File: src/rtl/dmem_bus_if.sv
// Data-memory bus interface: turns single-cycle datapath load/store strobes into
// a valid/ack bus transaction and stalls the core until it completes or faults.
module dmem_bus_if #(
  parameter int unsigned TIMEOUT  = 16,
  parameter logic [31:0] ERR_DATA = 32'h0000_0000
) (
  input  logic        clk,
  input  logic        reset,
  input  logic        mem_rd,
  input  logic        mem_wr,
  input  logic        byte_sel,
  input  logic [31:0] addr,
  input  logic [31:0] wdata,
  output logic [31:0] rdata,
  output logic        stall,
  output logic        err,
  input  logic        err_clr,
  output logic        bus_req,
  output logic        bus_we,
  output logic [31:0] bus_addr,
  output logic [3:0]  bus_be,
  output logic [31:0] bus_wdata,
  input  logic [31:0] bus_rdata,
  input  logic        bus_ack
);

  localparam int unsigned CW = 8;
  localparam logic [CW-1:0] CNT_LAST = CW'(TIMEOUT - 1);
  localparam logic [CW-1:0] CNT_MAX  = {CW{1'b1}};

  localparam logic [1:0] IDLE = 2'd0;
  localparam logic [1:0] REQ  = 2'd1;
  localparam logic [1:0] DONE = 2'd2;

  logic [1:0]    state;
  logic [1:0]    state_nxt;
  logic [CW-1:0] cnt;
  logic [1:0]    lane;
  logic          byte_q;

  logic          req_any;
  logic          misaligned;
  logic          dual;
  logic [3:0]    dec_be;
  logic [31:0]   dec_wdata;
  logic [7:0]    lane_byte;

  logic          issue;
  logic          fault;
  logic          complete;
  logic          expire;
  logic          err_set;

  // Request decode from the current instruction's strobes and address.
  always_comb begin
    req_any    = mem_rd | mem_wr;
    dual       = mem_rd & mem_wr;
    misaligned = ~byte_sel & (addr[1:0] != 2'b00);
    dec_be     = byte_sel ? (4'b0001 << addr[1:0]) : 4'b1111;
    dec_wdata  = byte_sel ? {4{wdata[7:0]}} : wdata;
  end

  // Byte lane of the returned bus word selected by the latched address.
  always_comb begin
    lane_byte = bus_rdata[7:0];
    case (lane)
      2'd0:    lane_byte = bus_rdata[7:0];
      2'd1:    lane_byte = bus_rdata[15:8];
      2'd2:    lane_byte = bus_rdata[23:16];
      default: lane_byte = bus_rdata[31:24];
    endcase
  end

  always_ff @(posedge clk or posedge reset) begin
    if (reset) state <= IDLE;
    else       state <= state_nxt;
  end

  // Next state and the combinational stall seen by the PC/register file.
  always_comb begin
    state_nxt = state;
    stall     = 1'b0;
    issue     = 1'b0;
    fault     = 1'b0;
    complete  = 1'b0;
    expire    = 1'b0;
    err_set   = 1'b0;
    case (state)
      IDLE: begin
        if (req_any) begin
          stall   = 1'b1;
          err_set = misaligned | dual;
          if (misaligned) begin
            fault     = 1'b1;
            state_nxt = DONE;
          end else begin
            issue     = 1'b1;
            state_nxt = REQ;
          end
        end
      end
      REQ: begin
        stall = 1'b1;
        if (bus_ack) begin
          complete  = 1'b1;
          state_nxt = DONE;
        end else if (cnt == CNT_LAST) begin
          expire    = 1'b1;
          err_set   = 1'b1;
          state_nxt = DONE;
        end
      end
      DONE:    state_nxt = IDLE;
      default: state_nxt = IDLE;
    endcase
  end

  // Bus request outputs: captured at issue, held stable until the access ends.
  always_ff @(posedge clk or posedge reset) begin
    if (reset) begin
      bus_req   <= 1'b0;
      bus_we    <= 1'b0;
      bus_addr  <= 32'h0;
      bus_be    <= 4'h0;
      bus_wdata <= 32'h0;
      lane      <= 2'd0;
      byte_q    <= 1'b0;
    end else if (issue) begin
      bus_req   <= 1'b1;
      bus_we    <= mem_wr;
      bus_addr  <= {addr[31:2], 2'b00};
      bus_be    <= dec_be;
      bus_wdata <= dec_wdata;
      lane      <= addr[1:0];
      byte_q    <= byte_sel;
    end else if (complete | expire) begin
      bus_req   <= 1'b0;
    end
  end

  // Ack-wait counter restarts on every issue and saturates instead of wrapping.
  always_ff @(posedge clk or posedge reset) begin
    if (reset)                                  cnt <= '0;
    else if (issue)                             cnt <= '0;
    else if ((state == REQ) && (cnt != CNT_MAX)) cnt <= cnt + CW'(1);
  end

  // Load data changes only when an access finishes or faults.
  always_ff @(posedge clk or posedge reset) begin
    if (reset) begin
      rdata <= 32'h0;
    end else if (fault && !mem_wr) begin
      rdata <= ERR_DATA;
    end else if (complete && !bus_we) begin
      rdata <= byte_q ? {24'h0, lane_byte} : bus_rdata;
    end else if (expire && !bus_we) begin
      rdata <= ERR_DATA;
    end
  end

  // Sticky fault flag; a new fault beats a simultaneous clear.
  always_ff @(posedge clk or posedge reset) begin
    if (reset)        err <= 1'b0;
    else if (err_set) err <= 1'b1;
    else if (err_clr) err <= 1'b0;
  end

endmodule

File: config.mk
export PLATFORM = sky130hd
export DESIGN_NAME = dmem_bus_if
export DESIGN_NICKNAME = d
export VERILOG_FILES = /design/src/rtl/dmem_bus_if.sv
export SDC_FILE = /design/constraint.sdc
export NUM_CORES = 1
export LEC_CHECK = 0
export CAP_MARGIN = 0
export CORE_ASPECT_RATIO = 1.2
export CORE_MARGIN = 1.5
export CORE_UTILIZATION = 43
export CTS_CLUSTER_DIAMETER = 40
export DETAILED_ROUTE_END_ITERATION = 6
export HOLD_SLACK_MARGIN = 0.1
export PLACE_DENSITY = 0.8
export SETUP_SLACK_MARGIN = 0.5
export SLEW_MARGIN = 20
export SYNTH_ARGS = -nofsm -noshare
export SYNTH_HDL_FRONTEND = slang
export SYNTH_SLANG_ARGS = --single-unit
File: constraint.sdc
create_clock -name clk -period 4.7 [get_ports clk]
set_input_delay 0.94 -clock clk [delete_from_list [all_inputs] [get_ports clk]]
set_output_delay 0.94 -clock clk [all_outputs]
set_load 0.05 [all_outputs]
Yosys cells after proc, flatten, opt, wreduce, memory -nomap -nowiden:

Cells that the tools add are included.

* $lt $le $gt $ge: 0
* reductions and logical operators: 14
* bitwise operators: 6
* mux-type cells: 33
* add/subtract/negate cells: 1
* divide/modulo/power cells: 0
* equality and inequality tests: 7
* multiply operators: 0
* shifts and indexed selects: 1

Operators by type and width (count)
* $mux 32: 5
* $pmux 8 s3: 1
* $mux 1: 17
* $mux 8: 2
* $add 8x1->8 const B: 1
* $eq 8x4->1 const B: 1
* $mux 2: 4
* $ne 8x8->1 const B: 1
* $reduce_bool 2->1: 4
* $eq 2x1->1 const B: 2
* $logic_and 1x1->1: 4
* $logic_not 2->1: 2
* $mux 4: 1
* $pmux 1 s2: 2
* $pmux 2 s2: 1
* $shl 1x2->4 const A: 1
* $ne 3x3->1 const B: 1
* $or 1x1->1: 3
* $reduce_bool 3->1: 1
* $and 1x1->1: 2
* $eq 2x2->1 const B: 1
* $logic_not 1->1: 2
* $ne 2x2->1 const B: 1
* $reduce_and 2->1: 1
* $not 1->1: 1

* bits in registers: 114
* memory bits (read-only): 0
* bits in latches: 0
* memories: 0
* word-level logic and storage cells: 73
* bits in writable memories: 0
* output and inout bits: 104

Logic depth before layout (Yosys ltp):

* depth after elaboration: 8
* gate-level depth with buffers: 7
* depth with buffers taken out: 5

Worst setup path before layout:

OpenSTA, ideal clock, no wires.

* path type: input to output
* start: in mem_wr
* end: out stall
* data arrival time: 1.634 ns
* slack: 2.126 ns
* stages on the path: 2
* path through: nor3_1 -> nor2_1

* word-level cells in the longest chain between the ends: 3

Ends and longest elaborated chain
* start, declared: RTL line 10 `input logic mem_wr,`
* $or 1x1->1: RTL line 56 `req_any = mem_rd | mem_wr;`
* $mux 1: RTL line 90 `if (req_any) begin`
* $pmux 1 s2: RTL line 88 `case (state)`
* end, declared: RTL line 15 `output logic stall,`

Every way passes these cells.

Worst setup path in the final report:

Ends and elaborated chain as after synthesis.

==> impl_metrics.env <==
export IMPL_status="completed"
export IMPL_grt_ovfl_total=0
export IMPL_powerDensity_mw_per_mm2=812
export IMPL_n_antenna_cell=0
export IMPL_wl_per_cell_um=16.1
export IMPL_rsz0062_at_grt="no"
export IMPL_clock_sinks=114
export IMPL_crit_path_end_kind="output pin"
export IMPL_synth_compound_area_frac=0.144
export IMPL_chipHeight_um=122
export IMPL_cp_arrival_ns=2.50
export IMPL_routed_wl_mm=14.1
export IMPL_hold_viol_final=0
export IMPL_ys_seq_area_frac=0.558
export IMPL_worst_slack_ns=1.26
export IMPL_timing_final_crit_share=0.733
export IMPL_reg2reg_depth=6
export IMPL_rows=43
export IMPL_area_growth_synth_to_final_pct=54.0
export IMPL_min_delay_path_depth=2
export IMPL_finalClockSkew_ns=0.00945
export IMPL_drc=0
export IMPL_power_leakage_nw=3.59
export IMPL_drt_pass1_iter_count=5
export IMPL_htree_levels=4
export IMPL_cts_tree="done"
export IMPL_fin_crit_ns=3.44
export IMPL_start_kind="primary input"
export IMPL_core_area_mm2=0.0116
export IMPL_routabilityCongestion=0.839
export IMPL_grt_max_degree=91
export IMPL_wl_met1_mm=5.56
export IMPL_wl_met3_mm=1.37
export IMPL_hold_path_end="bus_addr[7]$_DFFE_PP0P_"
export IMPL_final_setup_tns_ns=0
export IMPL_reg2reg_from="cnt[0]$_DFFE_PP0P_"
export IMPL_maxCapViolations=0
export IMPL_postCtsHoldBufs=0
export IMPL_ys_ff_latch=114
export IMPL_synthAdderAreaFrac=0.00245
export IMPL_fp_dieArea_mm2=0.0126
export IMPL_relSlewSlack=0.353
export IMPL_initial_core_util=0.442
export IMPL_holdCritStartpoint="bus_addr[7]$_DFFE_PP0P_"
export IMPL_route_met2_wl_mm=7.00
export IMPL_grt_first_pass_wirelength_mm=22.4
export IMPL_grt_usage=0.231
export IMPL_tightest_slew_ns=0.971
export IMPL_vias=4495
export IMPL_slew_viol_final=0
export IMPL_finalSetupViolCount=0
export IMPL_drt_iter0_markers=180
export IMPL_worstPathRequired_ns=3.76
export IMPL_dp_hpwl_mm=9.83
export IMPL_post_place_ws_ns=1.28
export IMPL_die_x_um=103
export IMPL_clk_path_buf_depth=2
export IMPL_cts_resized=0
export IMPL_synth_xor_area_frac=0.00171
export IMPL_synth_area_mux_share=0.0627
export IMPL_worstSkewPairLatency_ns=0.40
export IMPL_syn_avg_cell_area_um2=9.98
export IMPL_r2r_end="rdata[24]$_DFFE_PP0P_"
export IMPL_synthDistinctLibCells=46
export IMPL_final_antenna_net_count=0
export IMPL_worstSetupPathType="primary input to output pin"
export IMPL_synth_top_family_by_area="simple AND/OR/NAND/NOR gates"
export IMPL_regToRegSetupSlack_ns=2.52
export IMPL_hold_class="register to register"
export IMPL_finalNetCount=809
export IMPL_io_buffers=204
export IMPL_vdd_ir_drop_max_uv=460
export IMPL_grt_pass1_vias=4522
export IMPL_critPathMaxFanout=5
export IMPL_drive_gt1_frac=0.0864
export IMPL_cts_made_buffers=17
export IMPL_synthSimpleGateAreaFrac=0.184
export IMPL_fmax_mhz=290
export IMPL_via_per_inst=5.14
export IMPL_clk_pin_slew_worst_paths_ns=0.05
export IMPL_cts_root_buf="clkbuf_16"
export IMPL_yosys_warnings=0
export IMPL_syn_area_mm2=0.00511
export IMPL_antenna_found_initial=0
export IMPL_netlist_instances=512
export IMPL_maxUsedRoutingLayer="met4"
export IMPL_cts_setup_buffers=0
export IMPL_io_pins=207
[worst max-delay path, stage by stage]
cell             delay (ns)
clkdlybuf4s50_1        0.48
nor3_1                 0.31
nor2_1                 0.07
clkdlybuf4s50_1        0.70
[layer usage]
metal | GRT usage | vias up
met5 | 0 | -
met4 | 0.0625 | 0
met3 | 0.0900 | 18
met2 | 0.392 | 195
met1 | 0.273 | 2141
li1 | - | 2141
[layout by cell type (no fill, tap or decap), types with 3 or more instances in the layout]
cell	instances
clkdlybuf4s50_1	203
nand2_1	150
dfrtp_1	114
mux2i_1	32
o21ai_0	29
nor2_1	24
clkbuf_16	17
a22o_2	16
nand3_1	13
inv_1	11
a31oi_1	10
a22o_1	9
o211ai_1	9
o2bb2ai_1	8
a21oi_1	7
nand2b_1	5
nor3_1	5
clkinv_4	5
bufinv_16	5
buf_4	5
and4b_1	3
[cells by family (layout without fill, tap and decap cells)]
| group | after synthesis | after routing |
|---|---|---|
| adder cells (fa/ha/maj) | 1 | 1 |
| AO/OA/AOI/OAI | 100 | 100 |
| XOR/XNOR | 1 | 1 |
| buffers and inverters | 48 | 253 |
| AND/OR/NAND/NOR | 215 | 215 |
| multiplexers | 32 | 32 |
| other | 1 | 2 |
| flip-flops | 114 | 114 |
[metrics by stage]
stage                     power [W]  utilization  cell area [µm²]  hold slack, ns  instances
after global placement      0.00493        0.624             7220           0.458        843
after global routing        0.00670        0.680             7870           0.489        875
after detailed placement    0.00499        0.624             7220           0.462        843
after CTS                   0.00644        0.680             7870           0.475        875
final                       0.00639        0.680             7870           0.468        875
after floorplan             0.00387            -             5110           0.479        513
[sequential cells by signal, indices dropped and copies added, names as in the netlist]
name,count
bus_be,4
rdata,32
bus_addr,30
cnt,8
bus_req,1
byte_q,1
err,1
state,2
bus_we,1
bus_wdata,32
lane,2
[layout make-up]
class	count	area (µm²)
well taps	157	196
inverters	12	47.5
fillers	892	3700
clock inverters	12	206
multi-input cells	351	2050
repair buffers	209	2070
clock buffers	20	447
flip-flops and latches	114	2850
[worst max path at each step]
stage,depth (start not counted),from,end,slack (ns)
2_1_floorplan,1,reset,bus_addr[10]$_DFFE_PP0P_,0.74
5_1_grt,4,mem_wr,stall,1.16
3_3_place_gp,4,mem_wr,stall,1.32
3_5_place_dp,4,mem_wr,stall,1.28
4_1_cts,4,mem_wr,stall,1.27
6_report,4,mem_wr,stall,1.26
[Yosys cell counts, drive strengths merged]
cell type | count | area, µm²
nand2 | 150 | 563
dfrtp | 114 | 2850
mux2i | 32 | 320
o21ai | 29 | 145
a22o | 25 | 239
nor2 | 24 | 90.1
buf | 18 | 125
clkbuf | 18 | 67.6
nand3 | 14 | 70.1
inv | 12 | 45.0
a31oi | 10 | 62.6
o211ai | 9 | 67.6
o2bb2ai | 8 | 70.1
a21oi | 7 | 35.0
nand2b | 6 | 45.0
nor3 | 5 | 25.0
a211oi | 3 | 27.5
and4b | 3 | 30.0
a32o | 2 | 20.0
and4 | 2 | 17.5
nor2b | 2 | 12.5
nor4 | 2 | 27.5
or2 | 2 | 12.5
a2111oi | 1 | 8.76
a21o | 1 | 7.51
a22oi | 1 | 7.51
a41o | 1 | 10.0
and2 | 1 | 6.26
and3 | 1 | 6.26
conb | 1 | 3.75
ha | 1 | 12.5
nand4 | 1 | 6.26
nand4b | 1 | 8.76
nor3b | 1 | 18.8
o21bai | 1 | 18.8
o221ai | 1 | 8.76
o31ai | 1 | 7.51
xor2 | 1 | 8.76
[power breakdown]
part | internal (W) | switching (W) | total, W
logic | 0.00109 | 0.00213 | 0.00322
clock network | 0.000957 | 0.000450 | 0.00141
registers | 0.00142 | 0.000348 | 0.00176
Power figures use the tool's default switching activity.
